`src/rtl/minx_bus_pkg.sv`:
```
// Shared MinX bus definitions: bus command encodings, arbiter state type and master limits.
// Used by bus_arbiter and its picker (BUS_ARBITER_ROUND_ROBIN_EN selects rotating priority there).
package minx_bus_pkg;

  localparam int MAX_MASTERS = 4;

  typedef logic [1:0] bus_status_t;
  typedef logic [$clog2(MAX_MASTERS)-1:0] master_idx_t;

  localparam bus_status_t BUS_COMMAND_IDLE      = 2'd0;
  localparam bus_status_t BUS_COMMAND_IRQ_READ  = 2'd1;
  localparam bus_status_t BUS_COMMAND_MEM_WRITE = 2'd2;
  localparam bus_status_t BUS_COMMAND_MEM_READ  = 2'd3;

  typedef enum logic [2:0] {
    ARB_IDLE,
    ARB_WAIT_ACK,
    ARB_GRANT,
    ARB_HANDOVER,
    ARB_RELEASE
  } arb_state_t;

endpackage

```
`src/rtl/bus_arbiter_pick.sv`:
```
// Combinational next-owner picker: fixed priority (index 0 highest) by default,
// rotating priority from `start` when BUS_ARBITER_ROUND_ROBIN_EN is defined.
module bus_arbiter_pick
  import minx_bus_pkg::*;
#(
  parameter int N_MASTERS = 2
) (
  input  logic [N_MASTERS-1:0] req,
`ifdef BUS_ARBITER_ROUND_ROBIN_EN
  input  master_idx_t          start,
`endif
  input  logic                 excl_valid,
  input  master_idx_t          excl_idx,
  output logic                 valid,
  output master_idx_t          idx
);

  logic [N_MASTERS-1:0] cand;

  always_comb begin
    for (int i = 0; i < N_MASTERS; i++) begin
      cand[i] = req[i] && !(excl_valid && (excl_idx == master_idx_t'(i)));
    end
  end

`ifdef BUS_ARBITER_ROUND_ROBIN_EN
  int pos;

  // Walk offsets from the far end so the closest candidate after `start` wins last.
  always_comb begin
    valid = 1'b0;
    idx   = '0;
    pos   = 0;
    for (int k = N_MASTERS - 1; k >= 0; k--) begin
      for (int j = 0; j < N_MASTERS; j++) begin
        pos = int'(start) + k;
        if (pos >= N_MASTERS) pos = pos - N_MASTERS;
        if (pos == j && cand[j]) begin
          valid = 1'b1;
          idx   = master_idx_t'(j);
        end
      end
    end
  end
`else
  always_comb begin
    valid = 1'b0;
    idx   = '0;
    for (int i = N_MASTERS - 1; i >= 0; i--) begin
      if (cand[i]) begin
        valid = 1'b1;
        idx   = master_idx_t'(i);
      end
    end
  end
`endif

endmodule

```
`src/rtl/bus_arbiter.sv`:
```
// MinX bus arbiter: sequences bus ownership between the CPU and up to four masters
// and muxes the shared bus. BUS_ARBITER_ROUND_ROBIN_EN enables rotating priority.
module bus_arbiter
  import minx_bus_pkg::*;
#(
  parameter int N_MASTERS = 2
) (
  input  logic                        clk,
  input  logic                        reset,
  input  logic                        clk_ce,
  input  logic [N_MASTERS-1:0]        req,
  output logic [N_MASTERS-1:0]        grant,
  input  logic [N_MASTERS-1:0][23:0]  m_address,
  input  logic [N_MASTERS-1:0][7:0]   m_data,
  input  logic [N_MASTERS-1:0]        m_read,
  input  logic [N_MASTERS-1:0]        m_write,
  input  bus_status_t [N_MASTERS-1:0] m_bus_status,
  input  logic [23:0]                 cpu_address,
  input  logic [7:0]                  cpu_data,
  input  logic                        cpu_read,
  input  logic                        cpu_write,
  input  bus_status_t                 cpu_bus_status,
  output logic                        cpu_bus_request,
  input  logic                        cpu_bus_ack,
  output logic [23:0]                 bus_address_out,
  output logic [7:0]                  bus_data_out,
  output logic                        bus_read,
  output logic                        bus_write,
  output bus_status_t                 bus_status,
  output logic                        bus_owned,
  output master_idx_t                 owner
);

  arb_state_t           state, state_n;
  logic [N_MASTERS-1:0] grant_n;
  logic                 bus_request_n;
  master_idx_t          owner_n;

  logic                 pick_valid;
  master_idx_t          pick_idx;

  logic                 own_req;
  logic [23:0]          own_address;
  logic [7:0]           own_data;
  logic                 own_read;
  logic                 own_write;
  bus_status_t          own_status;

  logic [23:0]          hold_address;
  logic [7:0]           hold_data;

  function automatic logic [N_MASTERS-1:0] onehot(input master_idx_t idx);
    logic [N_MASTERS-1:0] v;
    for (int i = 0; i < N_MASTERS; i++) v[i] = (idx == master_idx_t'(i));
    return v;
  endfunction

`ifdef BUS_ARBITER_ROUND_ROBIN_EN
  master_idx_t rr_ptr, rr_ptr_n;

  function automatic master_idx_t after(input master_idx_t idx);
    return (idx == master_idx_t'(N_MASTERS - 1)) ? '0 : idx + 1'b1;
  endfunction
`endif

  bus_arbiter_pick #(.N_MASTERS(N_MASTERS)) u_pick (
    .req        (req),
`ifdef BUS_ARBITER_ROUND_ROBIN_EN
    .start      (rr_ptr),
`endif
    .excl_valid (state == ARB_GRANT),
    .excl_idx   (owner),
    .valid      (pick_valid),
    .idx        (pick_idx)
  );

  // Select the current owner's request and bus fields.
  always_comb begin
    own_req     = 1'b0;
    own_address = '0;
    own_data    = '0;
    own_read    = 1'b0;
    own_write   = 1'b0;
    own_status  = BUS_COMMAND_IDLE;
    for (int i = 0; i < N_MASTERS; i++) begin
      if (owner == master_idx_t'(i)) begin
        own_req     = req[i];
        own_address = m_address[i];
        own_data    = m_data[i];
        own_read    = m_read[i];
        own_write   = m_write[i];
        own_status  = m_bus_status[i];
      end
    end
  end

  // NOTE: every output of this block gets a default before the case, so no path leaves one unassigned and no latch is inferred.
  always_comb begin
    state_n       = state;
    grant_n       = grant;
    bus_request_n = cpu_bus_request;
    owner_n       = owner;
`ifdef BUS_ARBITER_ROUND_ROBIN_EN
    rr_ptr_n      = rr_ptr;
`endif
    unique case (state)
      ARB_IDLE: begin
        if (pick_valid) begin
          owner_n       = pick_idx;
          bus_request_n = 1'b1;
          state_n       = ARB_WAIT_ACK;
        end
      end
      ARB_WAIT_ACK: begin
        if (!own_req) begin
          bus_request_n = 1'b0;
          state_n       = ARB_RELEASE;
        end else if (cpu_bus_ack) begin
          grant_n = onehot(owner);
          state_n = ARB_GRANT;
`ifdef BUS_ARBITER_ROUND_ROBIN_EN
          rr_ptr_n = after(owner);
`endif
        end
      end
      ARB_GRANT: begin
        if (!own_req) begin
          grant_n = '0;
          if (pick_valid) begin
            owner_n = pick_idx;
            state_n = ARB_HANDOVER;
          end else begin
            bus_request_n = 1'b0;
            state_n       = ARB_RELEASE;
          end
        end
      end
      ARB_HANDOVER: begin
        grant_n = onehot(owner);
        state_n = ARB_GRANT;
`ifdef BUS_ARBITER_ROUND_ROBIN_EN
        rr_ptr_n = after(owner);
`endif
      end
      ARB_RELEASE: begin
        if (!cpu_bus_ack) state_n = ARB_IDLE;
      end
      default: state_n = ARB_IDLE;
    endcase
  end

  // NOTE: sequential state uses non-blocking assignments so every register samples pre-edge values.
  always_ff @(posedge clk) begin
    if (reset) begin
      state           <= ARB_IDLE;
      grant           <= '0;
      cpu_bus_request <= 1'b0;
      owner           <= '0;
    end else if (clk_ce) begin
      state           <= state_n;
      grant           <= grant_n;
      cpu_bus_request <= bus_request_n;
      owner           <= owner_n;
    end
  end

`ifdef BUS_ARBITER_ROUND_ROBIN_EN
  always_ff @(posedge clk) begin
    if (reset)       rr_ptr <= '0;
    else if (clk_ce) rr_ptr <= rr_ptr_n;
  end
`endif

  // NOTE: pure datapath holding registers need no reset; they are only shown after a GRANT cycle has loaded them.
  always_ff @(posedge clk) begin
    if (clk_ce && state == ARB_GRANT) begin
      hold_address <= own_address;
      hold_data    <= own_data;
    end
  end

  assign bus_owned = (|grant) & cpu_bus_ack;

  always_comb begin
    bus_address_out = cpu_address;
    bus_data_out    = cpu_data;
    bus_read        = cpu_read;
    bus_write       = cpu_write;
    bus_status      = cpu_bus_status;
    if (bus_owned) begin
      bus_address_out = own_address;
      bus_data_out    = own_data;
      bus_read        = own_read;
      bus_write       = own_write;
      bus_status      = own_status;
    end else if (state == ARB_HANDOVER) begin
      // Strobes quiet between owners; address/data stay parked on the outgoing master's last values.
      bus_address_out = hold_address;
      bus_data_out    = hold_data;
      bus_read        = 1'b0;
      bus_write       = 1'b0;
      bus_status      = BUS_COMMAND_IDLE;
    end
  end

endmodule

```
`config.mk`:
```
export PLATFORM = sky130hd
export DESIGN_NAME = bus_arbiter
export DESIGN_NICKNAME = d
export VERILOG_FILES = /design/src/rtl/minx_bus_pkg.sv /design/src/rtl/bus_arbiter_pick.sv /design/src/rtl/bus_arbiter.sv
export SDC_FILE = /design/constraint.sdc
export NUM_CORES = 1
export LEC_CHECK = 0
export ABC_AREA = 1
export CAP_MARGIN = 20
export CORE_MARGIN = 2
export CORE_UTILIZATION = 35
export CTS_CLUSTER_DIAMETER = 100
export DETAILED_ROUTE_END_ITERATION = 12
export PLACE_DENSITY = 0.9
export SLEW_MARGIN = 0
export SYNTH_ARGS = -nofsm -noshare
export SYNTH_HDL_FRONTEND = slang
export SYNTH_SLANG_ARGS = --single-unit
```
`constraint.sdc`:
```
create_clock -name clk -period 1.65 [get_ports clk]
set_input_delay 0.165 -clock clk [delete_from_list [all_inputs] [get_ports clk]]
set_output_delay 0.165 -clock clk [all_outputs]
set_load 0.05 [all_outputs]
```
==> results.json <==
{
  "status": "finished, violations left",
  "failed_checks": "setup timing",
  "insertion_delay_ps": 280,
  "synth_compound_area_frac": 0.1128,
  "final-setup-viol-count": 36,
  "leakage_nw": 2.210,
  "fin_crit_ps": 1814,
  "postCtsHoldBufs": 0,
  "worst_setup_path_start_kind": "register",
  "p_int_w": 0.002245,
  "synthAdderAreaFrac": 0,
  "cts_tree": "built",
  "yosysUniqueCellTypes": 26,
  "hold_path_depth": 2,
  "synthXorXnorAreaFrac": 0,
  "cts.clk_slew.worst_paths_ps": 80,
  "portBuffers": 154,
  "final_nets": 673,
  "die-area_sq_um": 8321,
  "dpl_cell_area_sq_um": 4900,
  "globalRouteOverflowTotal": 0,
  "layout_worst_path_cycle_share": 1.099,
  "final-max-slew-violation-count": 0,
  "initial_core_util": 0.3651,
  "viasPerCell": 5.141,
  "critical_path_arrival_ps": 1650,
  "grt_start_max_net_pins": 32,
  "rows": 31,
  "yosys.area_share.simple": 0.4027,
  "firstDrtPassIters": 4,
  "comb_power_share": 0.519,
  "postLayoutCellArea_sq_um": 5504,
  "setup_ws_ps": -163.6,
  "drt_iter0_drc": 135,
  "vias": 3388,
  "io_pins": 156,
  "holdCritStartpoint": "cpu_bus_request",
  "rsz0062_at_grt": "true",
  "avgRoutedWirePerCell_microns": 17.49,
  "syn_inst": 381,
  "synth_warnings": 0,
  "die-width_microns": 91.22,
  "syn_nets": 495,
  "fmax_mhz": 551.4,
  "r2r_start": "state[0]",
  "skew_ps": 8.137,
  "final_cell_mix": "nand2_1 (188), clkdlybuf4s50_1 (112), buf_6 (37)",
  "layout_commonest_cell": "nand2_1",
  "first_global_vias": 3370,
  "area_delta_synth_final_pct": 106.7,
  "finalHoldViolCount": 0,
  "drt_wl_total_microns": 11530,
  "ys_seq_area_frac": 0.4135,
  "antenna_cells": 0,
  "endpoint_kind": "output port",
  "drcViolationCount": 0,
  "reg2reg_depth": 9,
  "reg2reg_to": "grant[1]",
  "crit_fanout": 18,
  "chipHeight_microns": 91.22,
  "dp.cells": 635,
  "antenna_found_initial": 0,
  "drv_cap": 0,
  "grt_first_pass_wirelength_microns": 16850,
  "clockBufferDepth": 2,
  "synth_top_family_by_area": "simple AND/OR/NAND/NOR gates",
  "crit_type": "register to output port",
  "cts_root_buf": "clkbuf_8",
  "power.share.clock": 0.172,
  "drive_gt1_frac": 0.2875,
  "synth_mux_area_frac": 0,
  "r2r_slack_ps": 240,
  "clock_sinks": 39,
  "routabilityCongestion": 0.8730,
  "syn_area_sq_um": 2663,
  "switching_share": 0.3789,
  "sequentialPowerShare": 0.309,
  "peakVddDrop_mv": 0.4017,
  "worstHoldPathType": "register to register",
  "core-area_sq_um": 7292,
  "ys_ff_latch": 39,
  "power.density_nw_per_um2": 656.7,
  "p_sw_w": 0.001369,
  "ant_nets": 0,
  "gr-usage-all-layers": 0.2528,
  "h-tree-depth": 2,
  "avgSynthCellArea_sq_um": 6.988,
  "hpwl_microns": 7517,
  "numCtsBuffers": 5,
  "finalNonFillerCells": 659,
  "crit_required_ps": 1480,
  "holdPathEnd": "cpu_bus_request"
}
==> critical path, stage by stage (launching register included) <==
cell,delay (ps)
dfxtp_4,360
o21ai_4,250
buf_6,150
buf_12,150
nor2_1,90
a31oi_4,170
buf_6,190
==> how the worst max path moves through the flow <==
| stage | from | end | slack (ps) | cells after the start |
|---|---|---|---|---|
| after floorplan | grant[0] | bus_address_out[23] | -60 | 4 |
| after global placement | cpu_bus_ack | bus_write | -80 | 6 |
| after CTS | grant[1] | bus_data_out[6] | -130 | 5 |
| final | grant[1] | bus_address_out[16] | -160 | 6 |
| after global routing | state[2] | bus_address_out[14] | -210 | 8 |
| after detailed placement | cpu_bus_ack | bus_write | -160 | 6 |
==> cell usage after synthesis, drive strengths merged <==
library cell / count / area, sq um
nand3b: 1 / 7.510
nor2: 48 / 220.2
edfxtp: 32 / 960.9
clkinv: 1 / 3.750
nand3: 9 / 57.56
conb: 1 / 3.750
nand2: 197 / 759.5
inv: 9 / 36.28
nand4: 1 / 6.260
a21oi: 12 / 60.06
buf: 18 / 130.1
a31oi: 36 / 225.2
dfxtp: 7 / 140.1
o21ai: 3 / 15.01
nor3: 2 / 21.27
clkbuf: 4 / 15.01
==> per-stage QoR <==
stage	utilization	TNS [ps]	setup slack [ps]	power, W	hold slack (ps)
global route	0.7548	-6195	-214.2	0.003760	516.8
CTS	0.7328	-3516	-134.0	0.003548	494.0
detailed placement	0.6719	-2328	-157.7	0.002745	474.0
floorplan	-	-145.4	-59.41	0.002127	226.7
global placement	0.6719	-1149	-81.85	0.002715	470.3
finish	0.7548	-4155	-163.6	0.003614	489.7
==> registers in the layout (all words and copies together) (netlist names) <==
| name | flops |
|---|---|
| hold_address | 24 |
| hold_data | 8 |
| state | 3 |
| grant | 2 |
| cpu_bus_request | 1 |
| owner | 1 |
==> final cells by class <==
class,instances,area (sq um)
clock buffers,7,76.32
clock inverters,1,5.005
fillers,474,1788
inverters,10,55.05
multi-input cells,310,1997
flip-flops and latches,39,1115
well taps,99,123.9
repair buffers,193,2132
==> layer usage <==
layer,part of all wire,up-vias,GRT usage
li1,-,1616,-
met1,0.37,1567,0.2867
met2,0.52,174,0.4809
met3,0.085,31,0.05726
met4,0.027,0,0.05177
met5,0,-,0
==> cell families after synthesis <==
kind of cell,count (synthesis)
AND/OR/NAND/NOR,258
AO/OA/AOI/OAI,51
flip-flops,39
buffers and inverters,32
other,1
==> what timing repair did <==
action,in CTS,in global routing
resized for setup,53,19
endpoints found under the setup margin,37,36
pin swaps,1,2
buffers inserted,6,5
gates cloned,3,2
==> power groups by stage <==
stage          combinational (W)  clock [W]  sequential, W
2_1_floorplan           0.000955          0        0.00117
3_3_place_gp             0.00157          0        0.00114
3_5_place_dp             0.00160          0        0.00114
4_1_cts                  0.00178   0.000646        0.00112
5_1_grt                  0.00196   0.000682        0.00112
6_report                 0.00188   0.000620        0.00112
Note: power is estimated with default switching activity, not from simulation.
